File: config.mk
export PLATFORM = sky130hd
export DESIGN_NAME = mkio_bc_scheduler
export DESIGN_NICKNAME = d
export VERILOG_FILES = /design/src/rtl/mkio_bc_scheduler.sv
export SDC_FILE = /design/constraint.sdc
export NUM_CORES = 1
export LEC_CHECK = 0
export ABC_CLOCK_PERIOD_IN_PS = 2800
export CAP_MARGIN = 20
export CELL_PAD_IN_SITES_DETAIL_PLACEMENT = 0
export CELL_PAD_IN_SITES_GLOBAL_PLACEMENT = 1
export CORE_MARGIN = 5
export CORE_UTILIZATION = 52
export CTS_CLUSTER_SIZE = 28
export DETAILED_ROUTE_END_ITERATION = 8
export DONT_BUFFER_PORTS = 1
export GPL_ROUTABILITY_DRIVEN = 0
export PLACE_DENSITY_LB_ADDON = 0.1
export SYNTH_ARGS = -nofsm -noshare
export SYNTH_HDL_FRONTEND = slang
export SYNTH_SLANG_ARGS = --single-unit
export TNS_END_PERCENT = 5
File: constraint.sdc
create_clock -name clk -period 2.8 [get_ports clk]
set_input_delay 0.42 -clock clk [delete_from_list [all_inputs] [get_ports clk]]
set_output_delay 0.42 -clock clk [all_outputs]
set_load 0.02 [all_outputs]
File: src/rtl/mkio_bc_scheduler.sv
// mkio_bc_scheduler: bus-controller scheduler that walks a table of BC->RT messages per frame
module mkio_bc_scheduler #(
    parameter int          NUM_MSG   = 4,
    parameter logic [15:0] TIMEOUT   = 16'd1000,
    parameter logic [1:0]  MAX_RETRY = 2'd1
) (
    input  logic               clk,
    input  logic               reset,
    input  logic               start,
    input  logic               cfg_we,
    input  logic [2:0]         cfg_idx,
    input  logic [15:0]        cfg_cmd,
    input  logic [NUM_MSG-1:0] cfg_en,
    output logic [7:0]         dat_addr,
    input  logic [15:0]        dat_in,
    output logic [15:0]        tx_data,
    output logic               tx_cd,
    output logic               tx_valid,
    input  logic               tx_ack,
    input  logic               rx_done,
    input  logic [15:0]        rx_data,
    input  logic               p_error,
    output logic               busy,
    output logic               frame_done,
    output logic [NUM_MSG-1:0] err_flags,
    output logic [2:0]         cur_slot
);

    typedef enum logic [3:0] {
        S_IDLE, S_NEXT, S_LOAD_CMD, S_SEND_CMD, S_LOAD_DAT, S_LATCH_DAT,
        S_SEND_DAT, S_WAIT, S_CHECK, S_FAIL, S_DONE
    } state_t;

    state_t             state_q, state_d;
    logic [3:0]         slot_q, slot_d;
    logic [NUM_MSG-1:0] en_q, en_d, err_q, err_d;
    logic [1:0]         retry_q, retry_d;
    logic [4:0]         wcnt_q, wcnt_d;
    logic [15:0]        tcnt_q, tcnt_d;
    logic [9:0]         cmd_q, cmd_d;
    logic [5:0]         stat_q, stat_d;
    logic               perr_q, perr_d;
    logic [15:0]        tx_data_q, tx_data_d;
    logic               tx_cd_q, tx_cd_d, tx_valid_q, tx_valid_d;
    logic [7:0]         dat_addr_q, dat_addr_d;
    logic               busy_q, busy_d, frame_done_q, frame_done_d;
    logic [15:0]        tbl_q [8];
    logic [NUM_MSG-1:0] slot_bit;
    logic               slot_en, pass;
    logic               unused_rx;

    // cmd_q keeps {rt_addr, word_count}; stat_q keeps {rt_addr, message_error}
    assign slot_bit  = NUM_MSG'(1) << slot_q;
    assign slot_en   = |(en_q & slot_bit);
    assign pass      = !perr_q && stat_q[5:1] == cmd_q[9:5] && !stat_q[0];
    assign unused_rx = ^rx_data[9:0];

    assign dat_addr   = dat_addr_q;
    assign tx_data    = tx_data_q;
    assign tx_cd      = tx_cd_q;
    assign tx_valid   = tx_valid_q;
    assign busy       = busy_q;
    assign frame_done = frame_done_q;
    assign err_flags  = err_q;
    assign cur_slot   = slot_q[2:0];

    // command table: host writes land any time, read only when a command is loaded
    always_ff @(posedge clk) begin
        if (cfg_we) tbl_q[cfg_idx] <= cfg_cmd;
    end

    // frame sequencing: next-state and next-output computation
    always_comb begin
        state_d      = state_q;
        slot_d       = slot_q;
        en_d         = en_q;
        err_d        = err_q;
        retry_d      = retry_q;
        wcnt_d       = wcnt_q;
        tcnt_d       = tcnt_q;
        cmd_d        = cmd_q;
        stat_d       = stat_q;
        perr_d       = perr_q;
        tx_data_d    = tx_data_q;
        tx_cd_d      = tx_cd_q;
        tx_valid_d   = tx_valid_q;
        dat_addr_d   = dat_addr_q;
        busy_d       = busy_q;
        frame_done_d = 1'b0;
        case (state_q)
            S_IDLE: if (start) begin
                en_d    = cfg_en;
                err_d   = '0;
                slot_d  = '0;
                busy_d  = 1'b1;
                state_d = S_NEXT;
            end
            S_NEXT: begin
                if (slot_q == 4'(NUM_MSG)) state_d = S_DONE;
                else if (!slot_en) slot_d = slot_q + 4'd1;
                else begin
                    retry_d = '0;
                    state_d = S_LOAD_CMD;
                end
            end
            S_LOAD_CMD: begin
                tx_data_d  = tbl_q[slot_q[2:0]];
                cmd_d      = {tbl_q[slot_q[2:0]][15:11], tbl_q[slot_q[2:0]][4:0]};
                tx_cd_d    = 1'b1;
                tx_valid_d = 1'b1;
                wcnt_d     = '0;
                state_d    = S_SEND_CMD;
            end
            S_SEND_CMD: if (tx_ack) begin
                tx_valid_d = 1'b0;
                dat_addr_d = {slot_q[2:0], 5'd0};
                state_d    = S_LOAD_DAT;
            end
            S_LOAD_DAT: state_d = S_LATCH_DAT;
            S_LATCH_DAT: begin
                tx_data_d  = dat_in;
                tx_cd_d    = 1'b0;
                tx_valid_d = 1'b1;
                state_d    = S_SEND_DAT;
            end
            S_SEND_DAT: if (tx_ack) begin
                tx_valid_d = 1'b0;
                // a word count of 0 means 32 words: 0-1 wraps to 31 in 5 bits
                if (wcnt_q == cmd_q[4:0] - 5'd1) begin
                    tcnt_d  = '0;
                    state_d = S_WAIT;
                end else begin
                    wcnt_d     = wcnt_q + 5'd1;
                    dat_addr_d = dat_addr_q + 8'd1;
                    state_d    = S_LOAD_DAT;
                end
            end
            S_WAIT: begin
                // a response arriving on the expiry cycle still counts
                if (rx_done) begin
                    stat_d  = rx_data[15:10];
                    perr_d  = p_error;
                    state_d = S_CHECK;
                end else if (tcnt_q == TIMEOUT - 16'd1) state_d = S_FAIL;
                else tcnt_d = tcnt_q + 16'd1;
            end
            S_CHECK: begin
                if (pass) begin
                    slot_d  = slot_q + 4'd1;
                    state_d = S_NEXT;
                end else state_d = S_FAIL;
            end
            S_FAIL: begin
                if (retry_q < MAX_RETRY) begin
                    retry_d = retry_q + 2'd1;
                    state_d = S_LOAD_CMD;
                end else begin
                    err_d   = err_q | slot_bit;
                    slot_d  = slot_q + 4'd1;
                    state_d = S_NEXT;
                end
            end
            S_DONE: begin
                frame_done_d = 1'b1;
                busy_d       = 1'b0;
                state_d      = S_IDLE;
            end
            default: state_d = S_IDLE;
        endcase
    end

    // state and registered outputs; reset aborts any frame immediately
    always_ff @(posedge clk or posedge reset) begin
        if (reset) begin
            state_q      <= S_IDLE;
            slot_q       <= '0;
            en_q         <= '0;
            err_q        <= '0;
            retry_q      <= '0;
            wcnt_q       <= '0;
            tcnt_q       <= '0;
            cmd_q        <= '0;
            stat_q       <= '0;
            perr_q       <= 1'b0;
            tx_data_q    <= '0;
            tx_cd_q      <= 1'b0;
            tx_valid_q   <= 1'b0;
            dat_addr_q   <= '0;
            busy_q       <= 1'b0;
            frame_done_q <= 1'b0;
        end else begin
            state_q      <= state_d;
            slot_q       <= slot_d;
            en_q         <= en_d;
            err_q        <= err_d;
            retry_q      <= retry_d;
            wcnt_q       <= wcnt_d;
            tcnt_q       <= tcnt_d;
            cmd_q        <= cmd_d;
            stat_q       <= stat_d;
            perr_q       <= perr_d;
            tx_data_q    <= tx_data_d;
            tx_cd_q      <= tx_cd_d;
            tx_valid_q   <= tx_valid_d;
            dat_addr_q   <= dat_addr_d;
            busy_q       <= busy_d;
            frame_done_q <= frame_done_d;
        end
    end

endmodule

==> results of run 1 <==
## layer usage
metal | vias up | track usage | routed length [µm]
met3 | 45 | 0.0466 | 1150
met4 | 2 | 0.0580 | 568
met2 | 124 | 0.336 | 9940
li1 | 2563 | - | -
met5 | - | 0 | 20
met1 | 2783 | 0.251 | 7800
## stage by stage
| step | setup WS [ps] | total power, mW |
|---|---|---|
| global placement | 323 | 7.15 |
| finish | 233 | 10.3 |
| floorplan | 215 | 6.54 |
| CTS | 232 | 10.4 |
| detailed placement | 258 | 7.25 |
| global route | 88.1 | 10.9 |
## report_power, final
| group | internal [mW] | total, mW | leakage, nW | switching, mW |
|---|---|---|---|---|
| sequential | 3.82 | 4.58 | 2.24 | 0.760 |
| combinational | 1.24 | 2.63 | 1.29 | 1.40 |
| clock | 1.86 | 3.12 | 0.402 | 1.25 |
## worst min-delay path by stage
stage | start | end | slack, ps | depth (start not counted)
detailed placement | reset | perr_q | 300 | 1
finish | rx_done | tcnt_q[11] | 20 | 1
global route | dat_in[3] | tx_data[3] | 10 | 1
CTS | rx_done | tcnt_q[11] | 3 | 1
floorplan | en_q[2] | en_q[2] | 440 | 2
global placement | reset | perr_q | 290 | 1
## critical path, stage by stage, from the launching register on
cell and delay, ps:
dfrtp_1 400, inv_1 60, ha_1 230, and4bb_1 210, o211ai_1 300, a211o_1 410
nor3_1 110, buf_4 200, or4_1 510, nand2_1 80
## cells by family (layout without fill, tap and decap cells)
kind of cell    after synthesis  count (layout)  share of synthesized area
compound gates              114             114                     0.0858
flops                       212             212                      0.649
mux                          61              61                      0.113
xor+xnor                     21              21                     0.0201
simple gates                185             185                      0.101
fa+ha+maj                     7               7                    0.00957
buf+inv                      46             106                     0.0213
## cell type report
type                       count  area (µm²)  area share
clock inverter                13         151      0.0144
inverter                      15        57.6     0.00546
tap                          225         282      0.0267
clock buffer                  31         657      0.0624
timing repair buffer          47         414      0.0393
multi-input combinational    388        3020       0.287
sequential                   212        5950       0.565
## flip-flops by register name, summed over array words and instances, names as in the netlist, 2 cells and up
register,flops
state_q,4
tx_data,16
wcnt_q,5
cmd_q,10
en_q,4
err_flags,4
tcnt_q,16
stat_q,6
tbl_q,128
retry_q,2
dat_addr,8
slot_q,4
## synthesized netlist by cell type (11+ instances only)
library cell,n,share of area
mux4_2,33,0.081
o21ai_0,12,0.0066
xor2_1,11,0.011
clkbuf_1,16,0.0066
nand4_1,13,0.0089
a21oi_1,24,0.013
inv_1,15,0.0061
o21ai_1,15,0.0082
a21o_1,12,0.0098
edfxtp_1,128,0.42
nor2_1,58,0.024
nand2_1,40,0.016
mux2i_1,19,0.021
nand3_1,17,0.0093
dfrtp_1,84,0.23
## cell usage in the layout, fill, tap and decap left out, types with 12 or more instances in the layout
| cell | instances |
|---|---|
| buf_4 | 27 |
| o21ai_0 | 12 |
| clkbuf_16 | 24 |
| mux4_2 | 33 |
| dfrtp_1 | 82 |
| nor2_1 | 58 |
| nand4_1 | 13 |
| inv_1 | 14 |
| dlygate4sd3_1 | 18 |
| a21o_1 | 12 |
| edfxtp_1 | 128 |
| o21ai_1 | 15 |
| mux2i_1 | 19 |
| nand3_1 | 17 |
| nand2_1 | 40 |
| a21oi_1 | 24 |
==> flow_metrics.env, run 1 <==
export IMPL_worst_path_max_fanout=11
export IMPL_synthArstFlopShare=0.396
export IMPL_required_ps=3250
export IMPL_reg2reg_to="tcnt_q[12]"
export IMPL_syn2layout_area_growth_pct=15.1
export IMPL_grt_pass1_vias=5833
export IMPL_cellLeakagePower_nw=3.93
export IMPL_maxSlewHeadroom=0.526
export IMPL_ys_types=58
export IMPL_fp_row_count=48
export IMPL_critPathCaptureType="flip-flop"
export IMPL_maxCapViolCount=0
export IMPL_die_h_um=143
export IMPL_syn_num_nets=715
export IMPL_nFillCells=1321
export IMPL_post_dp_cell_area_mm2=0.00955
export IMPL_rrSetupSlack_ps=230
export IMPL_htreeDepth=1
export IMPL_insertedDiodeCount=0
export IMPL_ys_seq_area_frac=0.649
export IMPL_synth_avg_cell_area_um2=14.2
export IMPL_fin_util=0.609
export IMPL_period_needed_ps=2570
export IMPL_ios=97
export IMPL_setup_tns_ps=0
export IMPL_layout_worst_path_cycle_share=0.917
export IMPL_status="completed"
export IMPL_antenna_left=0
export IMPL_viasPerCell=5.93
export IMPL_worstMarginPinSlew_ps=709
export IMPL_hold_class="in2reg"
export IMPL_portBuffers=0
export IMPL_skew_ps=23.5
export IMPL_drt_initial_drc_count=403
export IMPL_post_cts_setup_buffer_count=0
export IMPL_synth_seq_cells=212
export IMPL_place_inst=869
export IMPL_rr_startpoint="cmd_q[0]"
export IMPL_timing_fmax_ghz=0.390
export IMPL_arrival_ps=3020
export IMPL_drtPass1Iterations=5
export IMPL_critical_path_class="reg2reg"
export IMPL_path_clk_slew_ps=60
export IMPL_die_area_mm2=0.0204
export IMPL_finalMaxSlewViolations=0
export IMPL_synthFlopType="edfxtp_1"
export IMPL_fin_hold_ws_ps=21.3
export IMPL_cts_hold_buffers=18
export IMPL_hold_viol=0
export IMPL_drc=0
export IMPL_cts_resized=0
export IMPL_cts_tree="built"
export IMPL_startpoint_type="flip-flop"
export IMPL_start_util=0.529
export IMPL_yosysWarnings=0
export IMPL_synthCells=646
export IMPL_grt_start_max_net_pins=38
export IMPL_setup_worst_path_start="cmd_q[0]"
export IMPL_routed_via_count=5517
export IMPL_cts_buffers=24
export IMPL_cts_sinks=212
export IMPL_hpwl_um=12900
export IMPL_core_area_mm2=0.0173
export IMPL_synth_edf_count=128
export IMPL_max_vdd_ir_drop_mv=0.874
export IMPL_endpoint="tcnt_q[12]"
export IMPL_setup_violations=0
export IMPL_gr_total_overflow=0
export IMPL_rr_worst_depth=9
export IMPL_powerDensity_mw_per_mm2=981
export IMPL_clock_latency_ps=530
export IMPL_wl_um=19500
export IMPL_final_area_mm2=0.0105
export IMPL_drive_above_1_share=0.166
export IMPL_synth_area_mm2=0.00916
export IMPL_fin_nets=757
export IMPL_avgRoutedWirePerCell_um=20.9
export IMPL_antenna_found_initial=1
export IMPL_rsz0062_at_grt="no"
export IMPL_grt_pass1_wl_um=31600
export IMPL_grt_util_all_layers=0.196
export IMPL_root_buffer="clkbuf_16"
export IMPL_chipWidth_um=143
export IMPL_clock_path_buffers=3
export IMPL_stdcell_count=931
No activity file was read; power rests on OpenSTA's default activity.
==> run 2, diff against run 1 <==
==> constraint.sdc (replaced) <==
create_clock -name clk -period 2.8 [get_ports clk]
set_input_delay 0.7 -clock clk [delete_from_list [all_inputs] [get_ports clk]]
set_output_delay 0.7 -clock clk [all_outputs]
set_load 0.02 [all_outputs]
==> flow_metrics.env, run 2 (synthesized netlist as in run 1, its figures left out) <==
export IMPL_status="completed"
export IMPL_fin_nets=736
export IMPL_skew_ps=7.73
export IMPL_cellLeakagePower_nw=3.83
export IMPL_p_comb_frac=0.253
export IMPL_wl_um=19200
export IMPL_cts_resized=0
export IMPL_hpwl_um=12800
export IMPL_cts_buffers=23
export IMPL_hold_class="in2async"
export IMPL_maxSlewHeadroom=0.533
export IMPL_hold_viol=0
export IMPL_worstMarginPinSlew_ps=699
export IMPL_viasPerCell=5.98
export IMPL_top_register="tbl_q"
export IMPL_drtPass1Iterations=4
export IMPL_p_int_mw=6.98
export IMPL_critical_path_class="reg2reg"
export IMPL_slowest_stage="or4_1"
export IMPL_rsz0062_at_grt="no"
export IMPL_grt_util_all_layers=0.193
export IMPL_ios=97
export IMPL_cts_tree="built"
export IMPL_path_cells="inv_1, ha_1, and4bb_1, o211ai_1, a211o_1, nor3_1, buf_4, or4_1, nand2_1"
export IMPL_layout_worst_path_cycle_share=0.916
export IMPL_largest_reg_flops=128
export IMPL_cp_num_cells=9
export IMPL_clock_latency_ps=510
export IMPL_htreeDepth=1
export IMPL_antenna_found_initial=0
export IMPL_worst_path_max_fanout=11
export IMPL_routed_via_count=5434
export IMPL_core_area_mm2=0.0173
export IMPL_grt_start_max_net_pins=85
export IMPL_insertedDiodeCount=0
export IMPL_seqPwrFrac=0.441
export IMPL_grt_pass1_wl_um=31200
export IMPL_die_area_mm2=0.0204
export IMPL_rr_worst_depth=9
export IMPL_chipWidth_um=143
export IMPL_max_stage_delay_ps=510
export IMPL_critPathCaptureType="flip-flop"
export IMPL_drt_initial_drc_count=380
export IMPL_cts_hold_buffers=0
export IMPL_portBuffers=0
export IMPL_path_clk_slew_ps=60
export IMPL_clockPowerShare=0.306
export IMPL_timing_fmax_ghz=0.390
export IMPL_setup_violations=0
export IMPL_required_ps=3260
export IMPL_setup_tns_ps=0
export IMPL_fp_row_count=48
export IMPL_die_h_um=143
export IMPL_final_common_cell="edfxtp_1"
export IMPL_clock_path_buffers=3
export IMPL_drive_above_1_share=0.158
export IMPL_cts_sinks=212
export IMPL_final_area_mm2=0.0103
export IMPL_final_cell_mix="edfxtp_1 (128), dfrtp_1 (82), nor2_1 (58), nand2_1 (40), mux4_2 (33)"
export IMPL_drc=0
export IMPL_powerDensity_mw_per_mm2=1000
export IMPL_switching_share=0.325
export IMPL_period_needed_ps=2570
export IMPL_syn2layout_area_growth_pct=13.0
export IMPL_cp_num_buf_inv=2
export IMPL_max_vdd_ir_drop_mv=0.690
export IMPL_post_dp_cell_area_mm2=0.00953
export IMPL_antenna_left=0
export IMPL_maxCapViolCount=0
export IMPL_finalMaxSlewViolations=0
export IMPL_path_delay_family="simple AND/OR/NAND/NOR gates"
export IMPL_gr_total_overflow=0
export IMPL_startpoint_type="flip-flop"
export IMPL_arrival_ps=3020
export IMPL_post_cts_setup_buffer_count=0
export IMPL_p_sw_mw=3.37
export IMPL_start_util=0.529
export IMPL_avgRoutedWirePerCell_um=21.1
export IMPL_root_buffer="clkbuf_16"
export IMPL_grt_pass1_vias=5707
run 2: power groups by stage:
stage	clock, mW	sequential [mW]	combinational (mW)
final	3.17	4.56	2.62
after global routing	3.37	4.63	2.91
after floorplan	0	4.39	2.15
after CTS	3.23	4.57	2.64
after global placement	0	4.60	2.55
after detailed placement	0	4.63	2.63
run 2: layout make-up:
cell class	instances	area, µm²
fill	1363	6950
sequential	212	5950
multi-input combinational	388	3020
clock buffer	29	618
tap	225	282
timing repair buffer	27	231
clock inverter	13	180
inverter	15	60.1
run 2: final timing paths:
kind,startpoint,slack (ps),to
max in group asynchronous,reset,2240,slot_q[0]
min in group clk,cfg_cmd[0],280,tbl_q[0][0]
max,cmd_q[0],230,tcnt_q[12]
min reg2reg,en_q[3],480,en_q[3]
max reg2reg,cmd_q[0],230,tcnt_q[12]
min,reset,160,tcnt_q[7]
run 2: metal layers:
layer | part of all wire | track usage
met1 | 0.41 | 0.242
met3 | 0.046 | 0.0402
met2 | 0.53 | 0.344
met5 | 0 | 0
met4 | 0.023 | 0.0495
run 2: through the flow:
stage               hold WS [ps]  utilization  power, mW  worst slack (ps)  instances
finish                       160        0.598       10.3               234        909
global placement             459        0.551       7.15               315        866
floorplan                    440            -       6.54               277        646
detailed placement           465        0.551       7.25               251        866
CTS                          188        0.597       10.4               222        908
global route                 196        0.598       10.9              71.5        909
==> run 3, diff against run 2 <==
--- a/config.mk
+++ b/config.mk
@@ -11,6 +11,7 @@
 export CELL_PAD_IN_SITES_GLOBAL_PLACEMENT = 1
 export CORE_MARGIN = 5
 export CORE_UTILIZATION = 52
+export CTS_CLUSTER_DIAMETER = 30
 export CTS_CLUSTER_SIZE = 28
 export DETAILED_ROUTE_END_ITERATION = 8
 export DONT_BUFFER_PORTS = 1
==> flow_metrics.env, run 3 (synthesized netlist as in run 1, its figures left out) <==
export IMPL_worstMarginPinSlew_ps=702
export IMPL_cts_resized=0
export IMPL_clock_latency_ps=510
export IMPL_required_ps=3250
export IMPL_core_area_mm2=0.0173
export IMPL_portBuffers=0
export IMPL_clockPowerShare=0.424
export IMPL_hpwl_um=12800
export IMPL_post_dp_cell_area_mm2=0.00953
export IMPL_setup_violations=0
export IMPL_skew_ps=18.1
export IMPL_top_register="tbl_q"
export IMPL_grt_start_max_net_pins=85
export IMPL_wl_um=19900
export IMPL_rrSetupSlack_ps=230
export IMPL_critPathCaptureType="flip-flop"
export IMPL_setup_worst_path_start="cmd_q[0]"
export IMPL_slowest_stage="or4_1"
export IMPL_avgRoutedWirePerCell_um=21.1
export IMPL_chipWidth_um=143
export IMPL_finalWorstSetupSlack_ps=226
export IMPL_maxCapViolCount=0
export IMPL_post_cts_setup_buffer_count=0
export IMPL_p_comb_frac=0.209
export IMPL_fin_nets=757
export IMPL_clock_path_buffers=3
export IMPL_ios=97
export IMPL_critical_path_class="reg2reg"
export IMPL_path_cells="inv_1, ha_1, and4bb_1, o211ai_1, a211o_1, nor3_1, buf_4, or4_1, nand2_1"
export IMPL_start_util=0.529
export IMPL_die_area_mm2=0.0204
export IMPL_drive_above_1_share=0.202
export IMPL_p_sw_mw=3.74
export IMPL_maxSlewHeadroom=0.531
export IMPL_hold_class="in2async"
export IMPL_fp_row_count=48
export IMPL_cellLeakagePower_nw=4.19
export IMPL_rsz0062_at_grt="no"
export IMPL_rr_worst_depth=9
export IMPL_drtPass1Iterations=5
export IMPL_max_stage_delay_ps=500
export IMPL_finalMaxSlewViolations=0
export IMPL_max_vdd_ir_drop_mv=0.706
export IMPL_layout_worst_path_cycle_share=0.919
export IMPL_reg2reg_to="tcnt_q[15]"
export IMPL_grt_pass1_wl_um=32500
export IMPL_seqPwrFrac=0.366
export IMPL_die_h_um=143
export IMPL_drt_initial_drc_count=364
export IMPL_hold_viol=0
export IMPL_cts_tree="built"
export IMPL_gr_total_overflow=0
export IMPL_viasPerCell=5.91
export IMPL_cts_buffers=44
export IMPL_powerDensity_mw_per_mm2=1130
export IMPL_antenna_left=0
export IMPL_endpoint="tcnt_q[15]"
export IMPL_drc=0
export IMPL_syn2layout_area_growth_pct=21.1
export IMPL_root_buffer="clkbuf_16"
export IMPL_antenna_found_initial=0
export IMPL_dp_slack_ps=251
export IMPL_final_common_cell="edfxtp_1"
export IMPL_setup_tns_ps=0
export IMPL_grt_util_all_layers=0.203
export IMPL_arrival_ps=3020
export IMPL_grt_pass1_vias=6100
export IMPL_final_cell_mix="edfxtp_1 (128), dfrtp_1 (82), nor2_1 (58), clkbuf_16 (46), nand2_1 (40)"
export IMPL_path_clk_slew_ps=50
export IMPL_p_int_mw=8.76
export IMPL_switching_share=0.300
export IMPL_htreeDepth=2
export IMPL_period_needed_ps=2570
export IMPL_final_area_mm2=0.0111
export IMPL_largest_reg_flops=128
export IMPL_cts_sinks=212
export IMPL_timing_fmax_ghz=0.388
export IMPL_startpoint_type="flip-flop"
export IMPL_post_layout_total_power_mw=12.5
export IMPL_cts_hold_buffers=0
export IMPL_status="completed"
export IMPL_insertedDiodeCount=0
export IMPL_routed_via_count=5599
export IMPL_rr_startpoint="cmd_q[0]"
export IMPL_worst_path_max_fanout=11
==> run 3: final cells by class <==
cell class	instances	area, µm²
well taps	225	282
repair buffers	27	231
inverters	15	60.1
fillers	1298	6210
clock inverters	30	377
multi-input cells	388	3020
flip-flops and latches	212	5950
clock buffers	50	1170
==> run 3: power by group through the flow <==
stage                     Combinational [mW]  Clock (mW)  Sequential, mW
after floorplan                         2.15           0            4.39
after global placement                  2.55           0            4.60
after detailed placement                2.63           0            4.63
after CTS                               2.64        5.39            4.58
after global routing                    2.92        5.56            4.65
final                                   2.62        5.31            4.58
==> run 3: routing by layer <==
metal / part of all wire / GRT usage / up-vias
met5: 0 / 0 / -
met1: 0.40 / 0.247 / 2835
met2: 0.53 / 0.356 / 136
li1: - / - / 2580
met3: 0.045 / 0.0486 / 48
met4: 0.023 / 0.0730 / 0
==> run 3: worst min path at each step <==
stage                 to  slack, ps  cells after the start
3_5_place_dp     en_q[3]        470                      2
2_1_floorplan    en_q[2]        440                      2
3_3_place_gp     en_q[3]        460                      2
4_1_cts        tcnt_q[9]        190                      2
6_report       stat_q[0]        150                      2
5_1_grt           perr_q        210                      2
==> run 3: metrics by stage <==
stage	util	hold WS [ps]	cells
global route	0.641	209	947
detailed placement	0.551	465	866
CTS	0.640	194	946
global placement	0.551	459	866
floorplan	-	440	646
finish	0.641	155	947
==> run 3: worst max-delay path, delay by kind of cell (launching register included) <==
| kind | cells | cell delay (ps) |
|---|---|---|
| AO/OA/AOI/OAI | 2 | 710 |
| adder cells (fa/ha/maj) | 1 | 230 |
| buffers and inverters | 2 | 260 |
| flip-flops | 1 | 390 |
| AND/OR/NAND/NOR | 4 | 910 |
